==> config.mk <==
export PLATFORM = sky130hd
export DESIGN_NAME = bcd_updown_counter
export DESIGN_NICKNAME = d
export VERILOG_FILES = /design/src/rtl/counter_pkg.sv /design/src/rtl/mod_n_digit.sv /design/src/rtl/bcd_updown_counter.sv
export SDC_FILE = /design/constraint.sdc
export NUM_CORES = 1
export LEC_CHECK = 0
export ABC_AREA = 1
export BUFFER_PORTS_ARGS = -buffer_cell sky130_fd_sc_hd__buf_2
export CAP_MARGIN = 25
export CELL_PAD_IN_SITES_DETAIL_PLACEMENT = 1
export CELL_PAD_IN_SITES_GLOBAL_PLACEMENT = 2
export CORE_MARGIN = 4
export CORE_UTILIZATION = 25
export CTS_BUF_LIST = sky130_fd_sc_hd__clkbuf_4 sky130_fd_sc_hd__clkbuf_8 sky130_fd_sc_hd__clkbuf_16
export DETAILED_ROUTE_END_ITERATION = 8
export GPL_ROUTABILITY_DRIVEN = 0
export MAX_ROUTING_LAYER = met4
export PLACE_DENSITY_LB_ADDON = 0.3
export SLEW_MARGIN = 20
export SYNTH_ARGS = -nofsm -noshare
export SYNTH_HDL_FRONTEND = slang
export SYNTH_SLANG_ARGS = --single-unit
export TNS_END_PERCENT = 1
==> constraint.sdc <==
create_clock -name clk -period 3 [get_ports clk]
set_input_delay 0.15 -clock clk [delete_from_list [all_inputs] [get_ports clk]]
set_output_delay 0.15 -clock clk [all_outputs]
set_load 0.01 [all_outputs]
==> src/rtl/counter_pkg.sv <==
// Shared helpers for the modulo-N digit counters: digit sizing and the
// widest digit type any supported radix (2..16) can need.
package counter_pkg;

    localparam int MAX_MODULUS = 16;
    localparam int MIN_MODULUS = 2;

    // Bits needed to hold digit values 0..modulus-1.
    function automatic int digit_width(input int modulus);
        return (modulus <= 2) ? 1 : $clog2(modulus);
    endfunction

    // Largest value a digit of the given radix may hold.
    function automatic int max_digit(input int modulus);
        return modulus - 1;
    endfunction

    localparam int MAX_DW = digit_width(MAX_MODULUS);

    typedef logic [MAX_DW-1:0] digit_t;

endpackage

==> src/rtl/mod_n_digit.sv <==
// One modulo-N up/down digit with synchronous load (saturating) and a
// terminal-count output that doubles as the enable for the next digit.
module mod_n_digit
    import counter_pkg::*;
#(
    parameter int MODULUS = 10,
    parameter int DW      = digit_width(MODULUS)
) (
    input  logic          clk,
    input  logic          reset,
    input  logic          en,
    input  logic          up,
    input  logic          load,
    input  logic [DW-1:0] ld_val,
    output logic [DW-1:0] q,
    output logic          tc_out
);

    localparam logic [DW-1:0] MAX_VAL = DW'(max_digit(MODULUS));
    localparam logic [DW:0]   MOD_VAL = (DW+1)'(MODULUS);

    logic [DW-1:0] r_q;
    logic [DW-1:0] w_ld_sat;

    // Out-of-range load values clamp to the largest legal digit.
    assign w_ld_sat = ({1'b0, ld_val} >= MOD_VAL) ? MAX_VAL : ld_val;

    always_ff @(posedge clk) begin
        if (reset) begin
            r_q <= '0;
        end else if (load) begin
            r_q <= w_ld_sat;
        end else if (en) begin
            if (up) begin
                r_q <= (r_q == MAX_VAL) ? '0 : r_q + 1'b1;
            end else begin
                r_q <= (r_q == '0) ? MAX_VAL : r_q - 1'b1;
            end
        end
    end

    assign q      = r_q;
    assign tc_out = en & (up ? (r_q == MAX_VAL) : (r_q == '0));

endmodule

==> src/rtl/bcd_updown_counter.sv <==
// Multi-digit modulo-N up/down counter built from a ripple-enable chain of
// digits; tc cascades to a following counter, wrap flags a full-range roll.
module bcd_updown_counter
    import counter_pkg::*;
#(
    parameter int DIGITS  = 4,
    parameter int MODULUS = 10
) (
    input  logic                                   clk,
    input  logic                                   reset,
    input  logic                                   enable,
    input  logic                                   up,
    input  logic                                   load,
    input  logic [DIGITS*digit_width(MODULUS)-1:0] load_value,
    output logic [DIGITS*digit_width(MODULUS)-1:0] count,
    output logic                                   tc,
    output logic                                   wrap
);

    localparam int DW = digit_width(MODULUS);

    logic [DIGITS-1:0] w_tc_chain;
    logic [DIGITS-1:0] w_digit_en;
    logic              r_wrap;

    // Digit k advances only when every lower digit sits at its terminal
    // value, which is exactly the previous digit's tc_out.
    assign w_digit_en[0] = enable;

    genvar k;
    generate
        for (k = 0; k < DIGITS; k++) begin : g_digit
            if (k > 0) begin : g_chain
                assign w_digit_en[k] = w_tc_chain[k-1];
            end
            mod_n_digit #(
                .MODULUS(MODULUS),
                .DW     (DW)
            ) u_digit (
                .clk   (clk),
                .reset (reset),
                .en    (w_digit_en[k]),
                .up    (up),
                .load  (load),
                .ld_val(load_value[k*DW +: DW]),
                .q     (count[k*DW +: DW]),
                .tc_out(w_tc_chain[k])
            );
        end
    endgenerate

    assign tc = w_tc_chain[DIGITS-1];

    // wrap lines up with the wrapped count value, one edge after tc.
    always_ff @(posedge clk) begin
        if (reset || load) begin
            r_wrap <= 1'b0;
        end else begin
            r_wrap <= tc;
        end
    end

    assign wrap = r_wrap;

endmodule

### Word-level counts from Yosys, hierarchy flattened

Cells that the tools add are included.
W data, S select, Z words.

| word-level totals | value |
|---|---|
| flip-flop bits (word level) | 17 |
| latch bits | 0 |
| bits in writable memories | 0 |
| bits in read-only memories | 0 |
| input bits | 21 |
| memories kept | 0 |

| cells by class | value |
|---|---|
| add/subtract/negate cells | 8 |
| multiply operators | 0 |
| div/mod/pow operators | 0 |
| order comparisons | 4 |
| equal/unequal tests | 4 |
| shift operators | 0 |
| mux-type cells | 28 |
| bitwise logic cells | 4 |
| reduce and logical (&&, ||, !) cells | 9 |

Operators with widths:

| operator | number |
|---|---|
| $mux W4 | 24 |
| $add A4 B1 Y4 const B | 4 |
| $eq A4 B4 Y1 const B | 4 |
| $ge A4 B4 Y1 const B | 4 |
| $logic_not A4 Y1 | 4 |
| $sub A4 B1 Y4 const B | 4 |
| $reduce_bool A2 Y1 | 4 |
| $and A1 B1 Y1 | 4 |
| $mux W1 | 4 |
| $logic_or A1 B1 Y1 | 1 |

### Depth between registers and ports, before layout

| depth | value |
|---|---|
| depth in word-level cells | 7 |
| depth in mapped cells | 10 |
| gate-level depth less buffers | 10 |

### By module

A second synthesis with hierarchy kept.

| second synthesis, totals | value |
|---|---|
| cells, all modules | 256 |
| area, all modules | 1,475.2 um2 |

Modules (own cells, without submodules):

| module | times used | cells an instance | area each (um2) |
|---|---|---|---|
| mod_n_digit | 4 | 63 | 360.3 |
| bcd_updown_counter | 1 | 4 | 33.8 |

### Worst setup path after synthesis

No wires, ideal clock.

| timing | value |
|---|---|
| path kind | register to register |
| start point | register g_digit[2].u_digit.r_q[0] |
| end point | register g_digit[3].u_digit.r_q[3] |
| setup time | 0.110 ns |
| arrival time | 1.215 ns |
| required time | 2.890 ns |
| setup slack | 1.675 ns |
| cell stages (with the launch flop) | 9 |
| buffers on the path | 0 |
| clock period less this slack | 1.325 ns |
| path through | dfxtp_1 > nor2_4 > nand3_1 > o21ai_1 > nand3_4 > nand2_2 > inv_1 > nor2_2 > nor2_1 |

| on the way | value |
|---|---|
| longest elaborated chain between the ends | 4 |
| elaborated cells on any way between the ends | 5 |
| classes of those cells | 1 x eq/ne; 1 x mux; 1 x bitwise; 2 x reduce/logical |

RTL lines:

| what | line | source |
|---|---|---|
| start: declaration | mod_n_digit.sv:22 | `logic [DW-1:0] r_q;` |
| start signal: assignment | mod_n_digit.sv:32 | `r_q <= w_ld_sat;` |
| start signal: assignment | mod_n_digit.sv:35 | `r_q <= (r_q == MAX_VAL) ? '0 : r_q + 1'b1;` |
| start signal: assignment | mod_n_digit.sv:37 | `r_q <= (r_q == '0) ? MAX_VAL : r_q - 1'b1;` |
| $eq A4 B4 Y1 or $logic_not A4 Y1 (tied branches) | mod_n_digit.sv:43 | `assign tc_out = en & (up ? (r_q == MAX_VAL) : (r_q == '0));` |
| $mux W1 * | mod_n_digit.sv:43 |  |
| $and A1 B1 Y1 * | mod_n_digit.sv:43 |  |
| $reduce_bool A2 Y1 (no source line) * | - |  |
| end signal: assignment | mod_n_digit.sv:32 |  |
| end signal: assignment | mod_n_digit.sv:35 |  |
| end signal: assignment | mod_n_digit.sv:37 |  |
| end: declaration | mod_n_digit.sv:22 |  |

Every way passes the cells marked *; elsewhere a longest branch is shown, timed or not.
A chain may end at the register's enable or synchronous reset.

### Worst setup path in the final report

| timing | value |
|---|---|
| start point | register g_digit[1].u_digit.r_q[2] |
| end point | output tc |

| on the way | value |
|---|---|
| longest elaborated chain between the ends | 5 |
| elaborated cells on any way between the ends | 6 |
| classes of those cells | 1 x eq/ne; 1 x mux; 3 x bitwise; 1 x reduce/logical |

RTL lines:

| what | line | source |
|---|---|---|
| start: declaration | mod_n_digit.sv:22 |  |
| start signal: assignment | mod_n_digit.sv:32 |  |
| start signal: assignment | mod_n_digit.sv:35 |  |
| start signal: assignment | mod_n_digit.sv:37 |  |
| $eq A4 B4 Y1 or $logic_not A4 Y1 (tied branches) | mod_n_digit.sv:43 |  |
| $mux W1 * | mod_n_digit.sv:43 |  |
| $and A1 B1 Y1 * (3 in series) | mod_n_digit.sv:43 |  |
| end: declaration | bcd_updown_counter.sv:16 | `output logic tc,` |

Marked as above.

==> summary.txt <==
Detailed routing
  – DRC Markers: 0
  – Vias: around 1,800
  – First-pass iteration count of the detailed router: 4
  – Met2 Wirelength: 2.19 mm
  – WL per Instance: 12.8 um
  – Routed Wire Length: 4.75 mm
  – M1 WL: 2.37 mm
  – DR iter-0 viols: 51
  – Top Metal Used: met4
  – Wire length on met3: 117 um
  – Vias/cell: 4.78
  – Routed Antenna Nets: 0

Logic synthesis
  – Synth Warn #: 0
  – Number of synthesized flops with an enable pin: 0
  – Yosys top cell by area: dfxtp_1
  – Synth cell types: 25
  – Post-synthesis cell area: 1470 sq um
  – Seq/Total Area, Yosys: 0.232
  – Synth top area cells: dfxtp_1 23%, nand2_1 20%, nand3_1 9.2%
  – Register bit total from synthesis: 17
  – Count leader, synth: nand2_1
  – Syn Inst Count: approximately 260
  – Share of synthesized registers carrying an async set or reset: 0
  – Syn_area_per_cell: 5.58 sq um
  – Synth top cells by count: 78 x nand2_1, 36 x nor2_1, 27 x nand3_1
  – Synth top area share: 0.232
  – Syn nets: between 200 and 300
  – Ys flop type: dfxtp_1

Global route
  – Vias in the first global route: between 1,500 and 2,000
  – Largest net degree at the start of global routing: 25
  – Initial antenna violation count: 0
  – First-pass GRT wire length: 8.05 mm
  – GRT overflow: 0
  – Tot GR Track Use: 0.139

Worst setup path
  – Crit path kind: reg -> out
  – Element type at the critical path start: flop
  – CP max FO: 7
  – Type of destination of the critical path: primary output
  – Critical Path RT: between 2 and 3 ns
  – Worst EP arrival: 1.62 ns

Flow run
  – Max_cap viols: 0

Die
  – Core Box Area: 5610 sq um
  – Die W: around 85 um
  – Std cell rows: 27
  – Die Area: 7150 sq um
  – Die Ht: around 85 um
  – Initial Utilization: 0.261
  – IO Pins: 39

CTS
  – CTS tree: yes
  – Total CTS buffers: 3
  – Clock transition at the registers of the reported paths: approximately 0.09 ns
  – Setup Fix Bufs, Post-CTS: 0
  – Worst skew pair latency: 0.27 ns
  – Clock Sinks: 17
  – Clk buf depth: 2
  – Hold Buf Count CTS: 0
  – CTS H-tree lvls: 1
  – CTS root buf: clkbuf_8
  – Post-CTS sizing: 0

Min path
  – Hold Crit Class: in -> reg

Cells and area
  – Final Instance Count excl. Fillers: 370
  – Final #Nets: 320
  – Layout area overhead: 19.8%
  – N_diodes: 0
  – Filler cells: 771
  – Layout cells sized above 1: 0.188

Placement
  – Port bufs: 38
  – Post-DP HPWL: 3.71 mm
  – Placed cell count: 366

Pwr
  – Max VDD drop: 0.000140 V
  – Total Power: 0.000700 W
  – Static leakage: a little under 0.9 nW
  – PD cells: 398 nW/um^2

STA
  – Worst-Margin Slew: approximately 0.78 ns
  – Maximum clock frequency: 0.566 GHz
  – Final hold violation count: 0
  – Slew headroom: 0.480
  – Crit share post-route: 0.589
  – Hold WS: 0.168 ns
  – Setup TNS: 0 ns
  – Setup-failing EPs final: 0
  – Final slew viol count: 0
  – Tmin final: ~1.8 ns
  – RSZ-0062 raised after global routing: false
  – Clock skew: 0.0154 ns

Run status
  – Outcome: complete, no violations
-- sequential cells by signal, summed over array words and instances, names as in the netlist --
register / cells
g_digit.u_digit.q: 16
wrap: 1
-- final cells by class --
type / instances / area, sq um / area share
well taps: 72 / 90.1 / 0.0513
multi-input cells: 212 / 986 / 0.561
inverters: 27 / 101 / 0.0577
repair buffers: 38 / 190 / 0.108
clock inverters: 1 / 7.51 / 0.00427
clock buffers: 3 / 41.3 / 0.0235
flip-flops and latches: 17 / 340 / 0.194
-- kinds of logic (layout without fill, tap and decap cells) --
logic type / after synthesis / in the layout / share of synthesized area
AND/OR/NAND/NOR: 156 / 156 / 0.465
AO/OA/AOI/OAI: 54 / 54 / 0.195
buffers and inverters: 34 / 69 / 0.0956
flip-flops: 17 / 17 / 0.232
XOR/XNOR: 2 / 2 / 0.0119
-- critical path, cell delays in order (launching register included) --
cell     delay (ns)
dfxtp_1        0.37
inv_1          0.14
nand2_1        0.08
nor2_1         0.14
nand2_1        0.07
nand2_1        0.16
nand3_4        0.14
nor2_1         0.10
buf_2          0.13
-- metrics by stage --
step | instance area, sq um | worst slack [ns] | utilization
floorplan | 1470 | 1.68 | -
global placement | 1710 | 1.32 | 0.305
detailed placement | 1710 | 1.35 | 0.305
CTS | 1760 | 1.20 | 0.313
global route | 1760 | 1.05 | 0.313
finish | 1760 | 1.23 | 0.313
-- placed cells by master (no fill, tap or decap) --
master      count
nor3_1          1
nor2_1         36
inv_1          25
clkinvlp_4      1
buf_2          38
nand3_4         1
nand2_2         4
nand4_1         2
a21oi_1        20
o21ai_1         1
nand2_1        78
o21ai_2         1
a31oi_1         4
clkbuf_8        3
a22oi_1         1
o21ai_0        25
nor2_2          3
xor2_1          2
inv_2           2
nand3_1        27
o31ai_1         1
nor2_4          3
nor4_1          1
o211ai_1        1
dfxtp_1        17
-- path summary, 6_finish.rpt --
check                                               to  slack [ns]  cells after the start                            startpoint
hold / removal    g_digit[0].u_digit.q[3]$_SDFFE_PP0P_        0.17                      2                                 reset
setup / recovery                                    tc        1.23                      8  g_digit[1].u_digit.q[2]$_SDFFE_PP0P_
setup reg to reg  g_digit[3].u_digit.q[3]$_SDFFE_PP0P_        1.49                     10  g_digit[1].u_digit.q[2]$_SDFFE_PP0P_
hold reg to reg   g_digit[3].u_digit.q[0]$_SDFFE_PP0P_        0.56                      2  g_digit[3].u_digit.q[0]$_SDFFE_PP0P_
-- layer usage --
layer | global-route usage | vias to the layer above
met5 | - | -
met1 | 0.182 | 811
li1 | - | 928
met2 | 0.225 | 23
met3 | 0.0137 | 5
met4 | 0.0388 | 0
-- report_power, final --
| group | total (W) | internal, W | leakage, nW | switching [W] |
|---|---|---|---|---|
| logic | 0.000233 | 0.0000859 | 0.713 | 0.000147 |
| registers | 0.000276 | 0.000244 | 0.141 | 0.0000321 |
| clock network | 0.000191 | 0.0000939 | 0.0217 | 0.0000969 |
| total | 0.000700 | 0.000424 | 0.875 | 0.000276 |
Power figures use the tool's default switching activity.
